$ cat src/rtl/multdiv_pkg.sv
`default_nettype none
// ============================================================================
// Module   : multdiv_pkg
// Brief    : Shared types and defaults for the multiply/divide sequencer,
//            its datapath and bench.
// Revision : 1.0  initial release
// ============================================================================
package multdiv_pkg;

    localparam int c_MULT_STEPS_DEF = 32;
    localparam int c_DIV_STEPS_DEF  = 32;
    localparam int c_CNT_W_DEF      = 6;

    typedef enum logic [2:0] {
        ST_IDLE = 3'd0,
        ST_LOAD = 3'd1,
        ST_RUN  = 3'd2,
        ST_FIX  = 3'd3,
        ST_DONE = 3'd4
    } state_t;

    typedef enum logic {
        OP_MULT = 1'b0,
        OP_DIV  = 1'b1
    } op_t;

endpackage
`default_nettype wire

$ cat src/rtl/multdiv_sequencer_if.sv
`default_nettype none
// ============================================================================
// Module   : multdiv_sequencer_if
// Brief    : Control/strobe bundle between the multdiv sequencer and its
//            environment (start requests in, datapath strobes out).
// Revision : 1.0  initial release
// ============================================================================
interface multdiv_sequencer_if
    import multdiv_pkg::*;
#(
    parameter int CNT_W = c_CNT_W_DEF
);
    logic             ctrl_mult;
    logic             ctrl_div;
    logic             divisor_zero;
    logic             dp_early_done;
    logic             dp_load;
    logic             dp_step;
    logic             dp_is_div;
    logic             dp_finish;
    logic [CNT_W-1:0] step_count;
    logic             busy;
    logic             data_result_rdy;
    logic             data_exception;

    modport master (
        output ctrl_mult, ctrl_div, divisor_zero, dp_early_done,
        input  dp_load, dp_step, dp_is_div, dp_finish, step_count,
               busy, data_result_rdy, data_exception
    );

    modport slave (
        input  ctrl_mult, ctrl_div, divisor_zero, dp_early_done,
        output dp_load, dp_step, dp_is_div, dp_finish, step_count,
               busy, data_result_rdy, data_exception
    );

endinterface
`default_nettype wire

$ cat src/rtl/multdiv_step_counter.sv
`default_nettype none
// ============================================================================
// Module   : multdiv_step_counter
// Brief    : Iteration counter with sync clear/enable and terminal compare.
// Revision : 1.0  initial release
// ============================================================================
module multdiv_step_counter #(
    parameter int CNT_W = 6
) (
    input  logic             clk_i,
    input  logic             rst_ni,
    input  logic             clr_i,
    input  logic             en_i,
    input  logic [CNT_W-1:0] last_i,
    output logic [CNT_W-1:0] count_o,
    output logic             tc_o
);

    logic [CNT_W-1:0] count_q;
    logic [CNT_W-1:0] count_d;
    logic             w_tc;

    assign w_tc = (count_q == last_i);

    // Increment is blocked at terminal count so the index never wraps.
    always_comb begin
        count_d = count_q;
        if (clr_i) begin
            count_d = '0;
        end else if (en_i && !w_tc) begin
            count_d = count_q + CNT_W'(1);
        end
    end

    always_ff @(posedge clk_i or negedge rst_ni) begin
        if (!rst_ni) begin
            count_q <= '0;
        end else begin
            count_q <= count_d;
        end
    end

    assign count_o = count_q;
    assign tc_o    = w_tc;

endmodule
`default_nettype wire

$ cat src/rtl/multdiv_sequencer.sv
`default_nettype none
// ============================================================================
// Module   : multdiv_sequencer
// Brief    : Control FSM for the iterative multiply/divide datapath.
//            Option macro MULTDIV_EARLY_EXIT_EN enables multiply early exit.
// Revision : 1.0  initial release
// ============================================================================
module multdiv_sequencer
    import multdiv_pkg::*;
#(
    parameter int MULT_STEPS = c_MULT_STEPS_DEF,
    parameter int DIV_STEPS  = c_DIV_STEPS_DEF,
    parameter int CNT_W      = c_CNT_W_DEF
) (
    input  logic               clock,
    input  logic               reset,
    multdiv_sequencer_if.slave bus
);

    localparam logic [CNT_W-1:0] c_MULT_LAST = CNT_W'(MULT_STEPS - 1);
    localparam logic [CNT_W-1:0] c_DIV_LAST  = CNT_W'(DIV_STEPS - 1);

    state_t           state_q;
    state_t           state_d;
    op_t              op_q;
    op_t              op_d;
    logic             exc_d;
    logic             dp_load_q;
    logic             dp_step_q;
    logic             dp_finish_q;
    logic             busy_q;
    logic             rdy_q;
    logic             exc_q;

    logic             w_start;
    logic             w_early;
    logic             w_tc;
    logic             w_cnt_clr;
    logic             w_cnt_en;
    logic [CNT_W-1:0] w_last;

    assign w_start = bus.ctrl_mult | bus.ctrl_div;
    assign w_last  = (op_q == OP_DIV) ? c_DIV_LAST : c_MULT_LAST;

`ifdef MULTDIV_EARLY_EXIT_EN
    assign w_early = (state_q == ST_RUN) && (op_q == OP_MULT) && bus.dp_early_done;
`else
    logic w_unused_early_done;
    assign w_unused_early_done = bus.dp_early_done;
    assign w_early             = 1'b0;
`endif

    // A start in any state restarts from LOAD; multiply has priority.
    always_comb begin
        state_d = state_q;
        op_d    = op_q;
        exc_d   = 1'b0;
        if (w_start) begin
            state_d = ST_LOAD;
            op_d    = bus.ctrl_mult ? OP_MULT : OP_DIV;
        end else begin
            case (state_q)
                ST_IDLE: state_d = ST_IDLE;
                ST_LOAD: begin
                    if ((op_q == OP_DIV) && bus.divisor_zero) begin
                        state_d = ST_DONE;
                        exc_d   = 1'b1;
                    end else begin
                        state_d = ST_RUN;
                    end
                end
                ST_RUN:  if (w_tc || w_early) state_d = ST_FIX;
                ST_FIX:  state_d = ST_DONE;
                ST_DONE: state_d = ST_IDLE;
                default: state_d = ST_IDLE;
            endcase
        end
    end

    assign w_cnt_clr = (state_q == ST_LOAD) && (state_d == ST_RUN);
    assign w_cnt_en  = (state_q == ST_RUN)  && (state_d == ST_RUN);

    // Strobes are registered from the next state so they line up with state_q.
    always_ff @(posedge clock or negedge reset) begin
        if (!reset) begin
            state_q     <= ST_IDLE;
            op_q        <= OP_MULT;
            dp_load_q   <= 1'b0;
            dp_step_q   <= 1'b0;
            dp_finish_q <= 1'b0;
            busy_q      <= 1'b0;
            rdy_q       <= 1'b0;
            exc_q       <= 1'b0;
        end else begin
            state_q     <= state_d;
            op_q        <= op_d;
            dp_load_q   <= (state_d == ST_LOAD);
            dp_step_q   <= (state_d == ST_RUN);
            dp_finish_q <= (state_d == ST_FIX);
            busy_q      <= (state_d == ST_LOAD) || (state_d == ST_RUN) || (state_d == ST_FIX);
            rdy_q       <= (state_d == ST_DONE);
            exc_q       <= (state_d == ST_DONE) && exc_d;
        end
    end

    multdiv_step_counter #(
        .CNT_W (CNT_W)
    ) u_step_counter (
        .clk_i   (clock),
        .rst_ni  (reset),
        .clr_i   (w_cnt_clr),
        .en_i    (w_cnt_en),
        .last_i  (w_last),
        .count_o (bus.step_count),
        .tc_o    (w_tc)
    );

    assign bus.dp_load         = dp_load_q;
    assign bus.dp_step         = dp_step_q;
    assign bus.dp_is_div       = (op_q == OP_DIV);
    assign bus.dp_finish       = dp_finish_q;
    assign bus.busy            = busy_q;
    assign bus.data_result_rdy = rdy_q;
    assign bus.data_exception  = exc_q;

endmodule
`default_nettype wire

$ cat src/flat_wrapper.sv
// flat-port wrapper written by rule: the top's interface ports become plain ports
module multdiv_sequencer_flat import multdiv_pkg::*;
#(
    parameter int MULT_STEPS = c_MULT_STEPS_DEF,
    parameter int DIV_STEPS  = c_DIV_STEPS_DEF,
    parameter int CNT_W      = c_CNT_W_DEF
)
  (clock, reset, bus_ctrl_mult, bus_ctrl_div, bus_divisor_zero, bus_dp_early_done, bus_dp_load, bus_dp_step, bus_dp_is_div, bus_dp_finish, bus_step_count, bus_busy, bus_data_result_rdy, bus_data_exception);
  multdiv_sequencer_if #(.CNT_W(CNT_W)) bus_i ();
  input  logic clock;
  input  logic reset;
  input wire logic [$bits(bus_i.ctrl_mult)-1:0] bus_ctrl_mult;
  input wire logic [$bits(bus_i.ctrl_div)-1:0] bus_ctrl_div;
  input wire logic [$bits(bus_i.divisor_zero)-1:0] bus_divisor_zero;
  input wire logic [$bits(bus_i.dp_early_done)-1:0] bus_dp_early_done;
  output wire logic [$bits(bus_i.dp_load)-1:0] bus_dp_load;
  output wire logic [$bits(bus_i.dp_step)-1:0] bus_dp_step;
  output wire logic [$bits(bus_i.dp_is_div)-1:0] bus_dp_is_div;
  output wire logic [$bits(bus_i.dp_finish)-1:0] bus_dp_finish;
  output wire logic [$bits(bus_i.step_count)-1:0] bus_step_count;
  output wire logic [$bits(bus_i.busy)-1:0] bus_busy;
  output wire logic [$bits(bus_i.data_result_rdy)-1:0] bus_data_result_rdy;
  output wire logic [$bits(bus_i.data_exception)-1:0] bus_data_exception;
  assign bus_i.ctrl_mult = bus_ctrl_mult;
  assign bus_i.ctrl_div = bus_ctrl_div;
  assign bus_i.divisor_zero = bus_divisor_zero;
  assign bus_i.dp_early_done = bus_dp_early_done;
  assign bus_dp_load = bus_i.dp_load;
  assign bus_dp_step = bus_i.dp_step;
  assign bus_dp_is_div = bus_i.dp_is_div;
  assign bus_dp_finish = bus_i.dp_finish;
  assign bus_step_count = bus_i.step_count;
  assign bus_busy = bus_i.busy;
  assign bus_data_result_rdy = bus_i.data_result_rdy;
  assign bus_data_exception = bus_i.data_exception;
  multdiv_sequencer #(.MULT_STEPS(MULT_STEPS), .DIV_STEPS(DIV_STEPS), .CNT_W(CNT_W)) u_core (.clock(clock), .reset(reset), .bus(bus_i));
endmodule
$ cat config.mk
export PLATFORM = sky130hd
export DESIGN_NAME = multdiv_sequencer_flat
export DESIGN_NICKNAME = d
export VERILOG_FILES = /design/src/rtl/multdiv_pkg.sv /design/src/rtl/multdiv_sequencer_if.sv /design/src/rtl/multdiv_step_counter.sv /design/src/rtl/multdiv_sequencer.sv /design/src/flat_wrapper.sv
export SDC_FILE = /design/constraint.sdc
export NUM_CORES = 1
export LEC_CHECK = 0
export ABC_CLOCK_PERIOD_IN_PS = 4560
export BUFFER_PORTS_ARGS = -buffer_cell sky130_fd_sc_hd__buf_4
export CORE_MARGIN = 2
export CORE_UTILIZATION = 45
export DETAILED_ROUTE_END_ITERATION = 16
export MAX_ROUTING_LAYER = met4
export PLACE_DENSITY = 0.73
export SLEW_MARGIN = 25
export SYNTH_ARGS = -nofsm -noshare
export SYNTH_HDL_FRONTEND = slang
export SYNTH_SLANG_ARGS = --single-unit
$ cat constraint.sdc
create_clock -name clock -period 4.56 [get_ports clock]
set_clock_uncertainty 0.05 [all_clocks]
set_input_delay 0.456 -clock clock [delete_from_list [all_inputs] [get_ports clock]]
set_output_delay 0.456 -clock clock [all_outputs]
set_load 0.005 [all_outputs]
==> metrics.json <==
{
  "cells_and_area": {
    "antenna_cells": 0,
    "filler_cell_count": 120,
    "layout-drive-gt1-share_pct": 30.1,
    "net_count_of_the_finished_layout": 92,
    "area_of_all_placed_cells_without_fillers_sq_um": 858,
    "area_growth_pct": 26.6
  },
  "cts": {
    "ctsResizeCount": 0,
    "ctsRootBufferMaster": "sky130_fd_sc_hd__clkbuf_4",
    "htreeDepth": 1,
    "clk-insertion-delay-late_ns": 0.28,
    "clkSinkCount": 16,
    "cts_tree": "done",
    "clock_tree.buffer_depth": 2,
    "number_of_buffers_created_by_cts": 3,
    "clk_pin_slew_ns": 0.09
  },
  "power_and_ir_drop": {
    "cellPowerDensity_nw_per_um2": 286,
    "power_uw": 245,
    "cellLeakagePower_uw": 0.000430,
    "vdd_ir_drop_max_uv": 159
  },
  "floorplanning": {
    "initial_utilization_pct": 46.6,
    "floorplan.die.width_um": 42.8,
    "die_h_um": 42.8,
    "top_level_ports": 19,
    "floorplan.rows": 14,
    "die-area_sq_um": 1830,
    "design.core.area_sq_um": 1450
  },
  "route": {
    "antenna_violating_nets_post_route": 0,
    "routed-via-count": 544,
    "vias_per_cell": 5.49,
    "detail_route.wirelength_um": 1310,
    "detailedRoute.firstIterationViolations": 22,
    "drc": 0,
    "wl_per_cell_um": 13.2,
    "drtPass1Iterations": 4
  },
  "global_route": {
    "grt_overflow_total": 0,
    "grt_start_max_net_pins": 17,
    "groute.layer.met3.usage_pct": 1.70,
    "grt_pass1_vias": 548,
    "grt_first_pass_wirelength_um": 2270,
    "grt_use_met2_pct": 26.1,
    "grt_antenna_before_repair": 0,
    "gr_util_met1_pct": 20.3,
    "busiest_layer": "met2",
    "globalRouteTotalUtil_pct": 17.1
  },
  "worst_setup_path": {
    "worstPathArrival_ns": 2.13,
    "worstReg2RegStart": "u_core.u_step_counter.count_o[0]$_DFFE_PN0P_",
    "worst_r2r_endpoint": "u_core.u_step_counter.count_o[1]$_DFFE_PN0P_",
    "worstRegToRegCells": 5,
    "critical_path.startpoint_type": "flop",
    "end_kind": "flop",
    "reg2reg_setup_slack_ns": 2.55,
    "critPathKind": "reg2reg",
    "cp.required_ns": 4.68,
    "cp_max_fanout": 6
  },
  "synth": {
    "yosysSeqAreaShare_pct": 59.0,
    "synth-edff-count": 0,
    "synthArstFlopShare_pct": 100,
    "synth-main-ff-cell": "sky130_fd_sc_hd__dfrtp_1",
    "synthesis.area_per_instance_sq_um": 10.9,
    "netlist_area_sq_um": 678,
    "yosys_warnings": 0,
    "synthesized_flop_and_latch_total": 16,
    "synth_cells": 62,
    "synthDistinctLibCells": 24,
    "synthesized_nets": 69
  },
  "outcome": {
    "status": "complete, no violations"
  },
  "hold_path": {
    "timing.hold.worst.class": "in2reg",
    "timing.hold.worst_path_depth": 2,
    "timing.hold.worst.start": "bus_ctrl_mult",
    "worstHoldEndpoint": "u_core.bus.dp_is_div$_DFFE_PN0P_"
  },
  "sta": {
    "timing.max_slew.rel_slack_pct": 39.5,
    "tightest_slew_ns": 0.894,
    "fin_hold_ws_ns": 0.285,
    "finalWorstPathRequiredPeriod_ns": 2.01,
    "finalHoldViolCount": 0,
    "rsz0062_at_grt": "no",
    "period_share_pct": 44.1,
    "fin_tns_setup_ns": 0,
    "setup-violations-final": 0,
    "max_clock_freq_ghz": 0.497,
    "number_of_pins_exceeding_their_max_slew_limit_in_the_final_report": 0
  },
  "place": {
    "detailed_place.area_sq_um": 826,
    "hpwl_reported_at_the_end_of_detailed_placement_um": 963,
    "portBuffers": 17,
    "gp_congestion": 0.787
  },
  "flow_run": {
    "maxCapViolCount": 0
  }
}
[cell families (layout without fill, tap and decap cells)]
logic type | after synthesis | count (layout) | share of synthesized area [%]
flops | 16 | 16 | 59.0
mux | 1 | 1 | 1.48
simple gates | 28 | 28 | 22.9
xor+xnor | 1 | 1 | 1.29
compound gates | 12 | 12 | 11.8
fa+ha+maj | 1 | 1 | 1.84
buf+inv | 3 | 24 | 1.66
[sequential cells by signal, indices dropped and copies added (netlist names)]
signal                         cells
u_core.bus.dp_load                 1
u_core.bus.dp_step                 1
u_core.bus.dp_finish               1
u_core.u_step_counter.count_o      6
u_core.bus.data_result_rdy         1
u_core.state_q                     3
u_core.bus.data_exception          1
u_core.bus.dp_is_div               1
u_core.bus.busy                    1
[worst max-delay path: stages, from the launching register on]
cell	delay, ns
sky130_fd_sc_hd__dfrtp_1	0.41
sky130_fd_sc_hd__ha_1	0.22
sky130_fd_sc_hd__nand2_1	0.10
sky130_fd_sc_hd__o311ai_1	0.79
sky130_fd_sc_hd__mux2i_1	0.26
sky130_fd_sc_hd__nor2_1	0.06
[power by group]
group | internal (uW) | total (uW) | switching, uW
sequential | 146 | 149 | 3.03
clock | 30.7 | 72.7 | 42.0
combinational | 11.6 | 23.3 | 11.7
[per-stage QoR]
stage          cells  setup slack, ns  utilization, %
6_report          99             2.55            59.0
5_1_grt           99             2.40            59.0
4_1_cts           99             2.56            59.0
3_5_place_dp      95             2.53            56.8
3_3_place_gp      95             2.58            56.8
2_1_floorplan     62             2.78               -
[area by class of cell]
type | count | area, sq um | share of cell area, %
Timing Repair Buffer | 18 | 138 | 16.0
Multi-Input combinational cell | 43 | 267 | 31.0
Sequential cell | 16 | 400 | 46.6
Tap cell | 16 | 20.0 | 2.33
Inverter | 3 | 11.3 | 1.31
Clock buffer | 3 | 22.5 | 2.62
[placed cells by master, fill, tap and decap left out, types with 2 or more instances in the layout]
master | netlist | layout
sky130_fd_sc_hd__nand2b_1 | 2 | 2
sky130_fd_sc_hd__a21oi_1 | 3 | 3
sky130_fd_sc_hd__and2b_2 | 2 | 2
sky130_fd_sc_hd__inv_1 | 3 | 3
sky130_fd_sc_hd__o211ai_1 | 2 | 2
sky130_fd_sc_hd__o21ai_0 | 2 | 2
sky130_fd_sc_hd__clkbuf_4 | 0 | 3
sky130_fd_sc_hd__dfrtp_1 | 16 | 16
sky130_fd_sc_hd__o31ai_1 | 2 | 2
sky130_fd_sc_hd__nor3_1 | 2 | 2
sky130_fd_sc_hd__nor2_1 | 7 | 7
sky130_fd_sc_hd__and3_2 | 2 | 2
sky130_fd_sc_hd__buf_4 | 0 | 17
sky130_fd_sc_hd__nand3_1 | 3 | 3
sky130_fd_sc_hd__nand2_1 | 5 | 5
[worst max path at each step]
stage / start / end / slack (ns) / cells past startpoint
finish: u_core.u_step_counter.count_o[0]$_DFFE_PN0P_ / u_core.u_step_counter.count_o[1]$_DFFE_PN0P_ / 2.55 / 5
global route: u_core.u_step_counter.count_o[0]$_DFFE_PN0P_ / u_core.u_step_counter.count_o[1]$_DFFE_PN0P_ / 2.40 / 5
CTS: u_core.u_step_counter.count_o[0]$_DFFE_PN0P_ / u_core.u_step_counter.count_o[1]$_DFFE_PN0P_ / 2.56 / 5
detailed placement: bus_ctrl_div / u_core.u_step_counter.count_o[4]$_DFFE_PN0P_ / 2.53 / 5
global placement: bus_ctrl_div / u_core.u_step_counter.count_o[4]$_DFFE_PN0P_ / 2.58 / 5
floorplan: u_core.state_q[0]$_DFF_PN0_ / u_core.u_step_counter.count_o[5]$_DFFE_PN0P_ / 2.78 / 4
[routing by layer]
metal  wire length (um)  up-vias  part of all wire (%)
li1                   -      264                     -
met1                580      260                    44
met2                648       16                    50
met3                 41        4                   3.1
met4                 37        0                   2.8
met5                  0        -                     0
[what timing repair did]
action | CTS | global route
hold buffers | 1 | 0
setup buffers | 0 | 0
hold endpoints to repair | 16 | 0
[Yosys cell counts (all sizes together) (3+ instances only)]
| master | instances | area (sq um) |
|---|---|---|
| dfrtp | 16 | 400 |
| nor2 | 7 | 26.3 |
| nand2 | 5 | 18.8 |
| nand3 | 3 | 15.0 |
| inv | 3 | 11.3 |
| and3 | 3 | 21.3 |
| a21oi | 3 | 15.0 |
Power figures use the tool's default switching activity.
